[config.mk]
export PLATFORM = sky130hd
export DESIGN_NAME = mem_access_unit
export DESIGN_NICKNAME = d
export VERILOG_FILES = /design/src/rtl/mem_pkg.sv /design/src/rtl/mem_access_unit_load_extend.sv /design/src/rtl/mem_access_unit.sv
export SDC_FILE = /design/constraint.sdc
export NUM_CORES = 1
export LEC_CHECK = 0
export CORE_MARGIN = 3
export CORE_UTILIZATION = 35
export DETAILED_ROUTE_END_ITERATION = 8
export PLACE_DENSITY = 0.7
export SETUP_SLACK_MARGIN = 0.02
export SYNTH_ARGS = -nofsm -noshare
export SYNTH_HDL_FRONTEND = slang
export SYNTH_SLANG_ARGS = --single-unit
[constraint.sdc]
create_clock -name clk -period 3.9 [get_ports clk]
set_clock_uncertainty 0.2 [all_clocks]
set_input_delay 1.17 -clock clk [delete_from_list [all_inputs] [get_ports clk]]
set_output_delay 1.17 -clock clk [all_outputs]
set_load 0.02 [all_outputs]
[src/rtl/mem_pkg.sv]
// Shared encodings for the memory-stage load/store unit: funct3 sizes,
// the load result-source code, FSM states and legality helpers.
package mem_pkg;

    localparam logic [2:0] F3_B  = 3'b000;
    localparam logic [2:0] F3_H  = 3'b001;
    localparam logic [2:0] F3_W  = 3'b010;
    localparam logic [2:0] F3_BU = 3'b100;
    localparam logic [2:0] F3_HU = 3'b101;

    localparam logic [1:0] RESULTSRC_LOAD = 2'b01;

    typedef enum logic [1:0] {
        IDLE = 2'd0,
        BUSY = 2'd1,
        DONE = 2'd2
    } state_t;

    // Stores have no unsigned variants, so only B/H/W are legal for them.
    function automatic logic f3_legal(input logic is_store, input logic [2:0] f3);
        logic ok;
        if (is_store)
            ok = (f3 == F3_B) || (f3 == F3_H) || (f3 == F3_W);
        else
            ok = (f3 == F3_B) || (f3 == F3_H) || (f3 == F3_W) ||
                 (f3 == F3_BU) || (f3 == F3_HU);
        return ok;
    endfunction

    function automatic logic misaligned(input logic [2:0] f3, input logic [1:0] off);
        logic bad;
        if (f3[1:0] == 2'b01)
            bad = off[0];
        else if (f3[1:0] == 2'b10)
            bad = (off != 2'b00);
        else
            bad = 1'b0;
        return bad;
    endfunction

endpackage

[src/rtl/mem_access_unit_load_extend.sv]
// Picks the addressed byte/halfword out of a read word and sign- or
// zero-extends it according to the load's funct3.
module load_extend
    import mem_pkg::*;
(
    input  logic [31:0] i_rdata,
    input  logic [1:0]  i_offset,
    input  logic [2:0]  i_funct3,
    output logic [31:0] o_data
);

    logic [7:0]  w_byte;
    logic [15:0] w_half;

    always_comb begin
        case (i_offset)
            2'd0:    w_byte = i_rdata[7:0];
            2'd1:    w_byte = i_rdata[15:8];
            2'd2:    w_byte = i_rdata[23:16];
            default: w_byte = i_rdata[31:24];
        endcase
        w_half = i_offset[1] ? i_rdata[31:16] : i_rdata[15:0];

        case (i_funct3)
            F3_B:    o_data = {{24{w_byte[7]}}, w_byte};
            F3_BU:   o_data = {24'd0, w_byte};
            F3_H:    o_data = {{16{w_half[15]}}, w_half};
            F3_HU:   o_data = {16'd0, w_half};
            default: o_data = i_rdata;
        endcase
    end

endmodule

[src/rtl/mem_access_unit.sv]
// Memory-stage load/store unit: req/ready handshake to data memory, pipeline
// stall while an access is outstanding, store lane alignment, load extension.
module mem_access_unit
    import mem_pkg::*;
#(
    parameter int ADDR_W = 32
)
(
    input  logic              clk,
    input  logic              reset,
    input  logic              MemWriteM,
    input  logic [1:0]        ResultSrcM,
    input  logic [ADDR_W-1:0] ALUResultM,
    input  logic [31:0]       WriteDataM,
    input  logic [2:0]        funct3M,
    output logic              StallM,
    output logic [31:0]       ReadDataM,
    output logic              MisalignM,
    output logic              mem_req,
    output logic              mem_we,
    output logic [ADDR_W-1:0] mem_addr,
    output logic [31:0]       mem_wdata,
    output logic [3:0]        mem_wstrb,
    input  logic              mem_ready,
    input  logic [31:0]       mem_rdata
);

    state_t            r_state;
    logic              r_req;
    logic              r_we;
    logic              r_mis;
    logic [3:0]        r_wstrb;
    logic [ADDR_W-1:0] r_addr;
    logic [31:0]       r_wdata;
    logic [31:0]       r_rdata;
    logic [2:0]        r_funct3;
    logic [1:0]        r_offset;

    logic              w_store;
    logic              w_load;
    logic              w_access;
    logic              w_bad;
    logic              w_legal;
    logic              w_idle;
    logic [1:0]        w_off;
    logic [3:0]        w_wstrb;
    logic [31:0]       w_wdata;
    logic [31:0]       w_ext;

    assign w_off    = ALUResultM[1:0];
    assign w_store  = MemWriteM;
    assign w_load   = !MemWriteM && (ResultSrcM == RESULTSRC_LOAD);
    assign w_access = w_store || w_load;
    assign w_bad    = w_access && (!f3_legal(w_store, funct3M) || misaligned(funct3M, w_off));
    assign w_legal  = w_access && !w_bad;
    assign w_idle   = (r_state == IDLE);

    // Narrow stores are replicated across lanes so the strobe alone selects the target bytes.
    always_comb begin
        w_wdata = WriteDataM;
        w_wstrb = 4'b1111;
        case (funct3M[1:0])
            2'b00: begin
                w_wdata = {4{WriteDataM[7:0]}};
                w_wstrb = 4'b0001 << w_off;
            end
            2'b01: begin
                w_wdata = {2{WriteDataM[15:0]}};
                w_wstrb = 4'b0011 << w_off;
            end
            default: ;
        endcase
        if (!w_store)
            w_wstrb = 4'b0000;
    end

    load_extend u_load_extend (
        .i_rdata  (mem_rdata),
        .i_offset (r_offset),
        .i_funct3 (r_funct3),
        .o_data   (w_ext)
    );

    always_ff @(posedge clk or posedge reset) begin
        if (reset) begin
            r_state  <= IDLE;
            r_req    <= 1'b0;
            r_we     <= 1'b0;
            r_mis    <= 1'b0;
            r_wstrb  <= 4'b0000;
            r_addr   <= '0;
            r_wdata  <= 32'd0;
            r_rdata  <= 32'd0;
            r_funct3 <= 3'd0;
            r_offset <= 2'd0;
        end else begin
            r_mis <= w_idle && w_bad;
            case (r_state)
                IDLE: begin
                    if (w_legal) begin
                        r_state  <= BUSY;
                        r_req    <= 1'b1;
                        r_we     <= w_store;
                        r_addr   <= {ALUResultM[ADDR_W-1:2], 2'b00};
                        r_wdata  <= w_wdata;
                        r_wstrb  <= w_wstrb;
                        r_funct3 <= funct3M;
                        r_offset <= w_off;
                    end
                end
                BUSY: begin
                    if (mem_ready) begin
                        r_state <= DONE;
                        r_req   <= 1'b0;
                        r_we    <= 1'b0;
                        r_wstrb <= 4'b0000;
                        if (!r_we)
                            r_rdata <= w_ext;
                    end
                end
                // DONE: the instruction is still in M this cycle, so it must not restart.
                default: r_state <= IDLE;
            endcase
        end
    end

    assign StallM    = (w_idle && w_legal) || (r_state == BUSY);
    assign ReadDataM = r_rdata;
    assign MisalignM = r_mis;
    assign mem_req   = r_req;
    assign mem_we    = r_we;
    assign mem_addr  = r_addr;
    assign mem_wdata = r_wdata;
    assign mem_wstrb = r_wstrb;

endmodule

==> results.toml <==
[critical_path]
critPathBufInv = 2
worstPathArrival_ns = 2.41
r2r_start = "r_offset[1]$_DFFE_PP0P_"
critPathLaunchType = "input pin"
max_stage_delay_ns = 0.47
critPathTopFamily = "buffers and inverters"
r2r_setup_slack_ns = 1.37
crit_type = "input pin to primary output"
crit_fanout = 2
cp_cell_sequence = "clkdlybuf4s50_1 > nor4_2 > or2_4 > o21ai_0 > a21oi_1 > buf_4"
critPathRequiredTime_ns = 2.53
crit-reg2reg-capture = "ReadDataM[29]$_DFFE_PP0P_"
reg2regPathDepth = 4
startpoint = "ALUResultM[1]"
crit_path_top_delay_cell = "clkdlybuf4s50_1"
crit_path_end_kind = "primary output"

[clock_network]
cts_buffers = 9
cts_sinks = 108
cts.clk_slew.worst_paths_ns = 0.07
root_buffer = "clkbuf_16"
cts_tree = "built"
htreeDepth = 3
clock_path_buffers = 2
clk_latency_ns = 0.35
hold_buffers = 0

[global_routing]
overflow = 0
grt_pass1_vias = 4487
grt_pass1_wl_um = 23800
grt_max_degree = 70
track_usage = 0.184
antenna_found_initial = 0

[placement]
port_buffers = 206
place_ws_ns = -0.581
gp_congestion = 0.811
hpwlAfterDp_um = 11000

[timing]
rsz0062_at_grt = "false"
setup_violations = 0
drv_slew = 0
post-route-worst-setup-slack_ns = 0.124
final.period_utilization = 0.968
worst_slew_pin_slew_ns = 0.950
finalHoldViolCount = 0
tns_ns = 0
max_freq_ghz = 0.265
relSlewSlack = 0.364
period_minus_slack_ns = 3.78

[synth]
synth-async-reset-ratio = 1.00
synth_flop_cell = "dfrtp_1"
synth_area_per_cell_um2 = 11.0
netlist_area_um2 = 5120
syn_inst = 465
muxShareOfSynthArea = 0.184
synth.area.top_cells = "dfrtp_1 (53%), mux2_4 (8.8%), mux2i_1 (5.7%), nand2_1 (4.3%), o21ai_0 (4.1%)"
synthTopCellsByCount = "dfrtp_1 (108), nand2_1 (59), o21ai_0 (42), nand3_1 (31)"
ys_seq_elements = 108
synth-xor-area-share = 0
synth_edf_count = 0
synth_cell_type_count = 34
ys_seq_area_frac = 0.527
synth.most_common_cell = "dfrtp_1"
yosysWarnings = 0
netlist.area_leader.share = 0.527
yosys.area.top_type = "dfrtp_1"
synth_compound_area_frac = 0.0977
synth-simple-area-share = 0.149
synthAdderAreaFrac = 0
synth_top_family_by_area = "multiplexers"

[run_status]
status = "complete, no violations"

[worst_hold_path]
hold_start = "mem_wdata[8]$_DFFE_PP0P_"
hold_class = "register to register"
min_to = "mem_wdata[8]$_DFFE_PP0P_"
hold_depth = 2

[floorplan]
initial_core_util = 0.363
io_pins = 209
rows = 43
die_area_um2 = 16100
die_w_um = 127
fp.dieH_um = 127
core-area_um2 = 14100

[route]
drtIter0Drc = 224
ant_nets = 0
firstDrtPassIters = 6
finalWirelength_um = 14900
vias = 4281
routedWlPerCell_um = 17.6
drc = 0
via_per_inst = 5.03

[finish]
n_antenna_cell = 0
fillers = 1229
final_nets = 771
syn_to_final_growth_pct = 51.5
drive_gt1_frac = 0.151

[flow_run]
max_cap_viol_count = 0

[power_and_ir_drop]
ir_worst_vdd_mv = 0.296
powerDensity_nw_per_um2 = 682
p_total_mw = 5.30
p_leak_nw = 3.46
flip-flops by register name (all words and copies together) (netlist names):
register,cells
ReadDataM,32
mem_wdata,32
mem_addr,30
mem_wstrb,4
r_funct3,3
r_offset,2
r_state,2
MisalignM,1
mem_req,1
mem_we,1
metal layers:
layer  global-route usage  wire, um  vias to the layer above
met4               0.0574       195                        0
met3               0.0753      1620                       13
met5                    0         0                        -
met2                0.296      7080                      184
li1                     -         -                     2010
met1                0.228      6050                     2074
tightest hold or removal path, stage by stage (launching register included):
cell	delay, ns
dfrtp_1	0.34
nand2_1	0.04
o21ai_0	0.06
report_power, final:
| part | switching, mW | internal (mW) |
|---|---|---|
| Sequential | 0.292 | 1.55 |
| Clock | 0.436 | 0.634 |
| Combinational | 1.17 | 1.22 |
metrics by stage:
step,cell area (um2),instances,utilization,hold WS [ns]
6_report,7760,851,0.551,0.280
5_1_grt,7760,851,0.551,0.302
4_1_cts,7750,850,0.550,0.287
3_5_place_dp,7400,833,0.525,0.270
3_3_place_gp,7400,833,0.525,0.262
2_1_floorplan,5130,466,-,0.274
kinds of logic (layout without fill, tap and decap cells):
group	after synthesis	in the layout
buffers and inverters	41	246
other	1	2
muxes	77	77
AOI/OAI and AO/OA	84	84
and+or+nand+nor	154	154
DFF	108	108
cell type report:
| type | instances | area [um2] | area share |
|---|---|---|---|
| sequential | 108 | 2700 | 0.348 |
| multi-input combinational | 317 | 2240 | 0.289 |
| timing repair buffer | 224 | 2220 | 0.286 |
| clock buffer | 9 | 225 | 0.0290 |
| tap | 180 | 225 | 0.0290 |
| clock inverter | 7 | 123 | 0.0158 |
| inverter | 6 | 26.3 | 0.00338 |
timing repair:
item / 4_1_cts / 5_1_grt
resized for setup: 10 / 1
buffers inserted: 1 / 1
setup endpoints to repair: 1 / 1
pin swaps: 3 / 3
cells in the final DEF, fill, tap and decap left out, types with 2 or more instances in the layout:
| master | netlist | layout |
|---|---|---|
| buf_4 | 4 | 17 |
| o21ai_0 | 42 | 42 |
| clkbuf_16 | 0 | 9 |
| dlygate4sd2_1 | 0 | 3 |
| or2_1 | 2 | 2 |
| a21o_1 | 5 | 5 |
| mux2i_1 | 29 | 29 |
| clkdlybuf4s50_1 | 0 | 201 |
| inv_1 | 6 | 5 |
| mux2_2 | 18 | 18 |
| mux2_4 | 30 | 30 |
| nor2b_1 | 3 | 3 |
| or3_1 | 4 | 4 |
| nand2b_1 | 4 | 4 |
| a21oi_1 | 23 | 23 |
| dfrtp_1 | 108 | 108 |
| nand3_1 | 31 | 31 |
| conb_1 | 1 | 2 |
| clkinvlp_4 | 0 | 2 |
| nor3b_1 | 8 | 8 |
| buf_12 | 0 | 2 |
| nand2_1 | 59 | 59 |
| nand3_2 | 10 | 10 |
| nor2_1 | 30 | 29 |
| a211oi_1 | 8 | 8 |
| bufinv_16 | 0 | 3 |
worst max-delay path by stage:
stage	end	slack (ns)	cells after the start
5_1_grt	StallM	0.05	6
3_3_place_gp	StallM	-0.53	6
2_1_floorplan	StallM	0.35	5
3_5_place_dp	StallM	-0.58	6
6_report	StallM	0.12	6
4_1_cts	StallM	0.04	6
(Power assumes the default switching activity.)
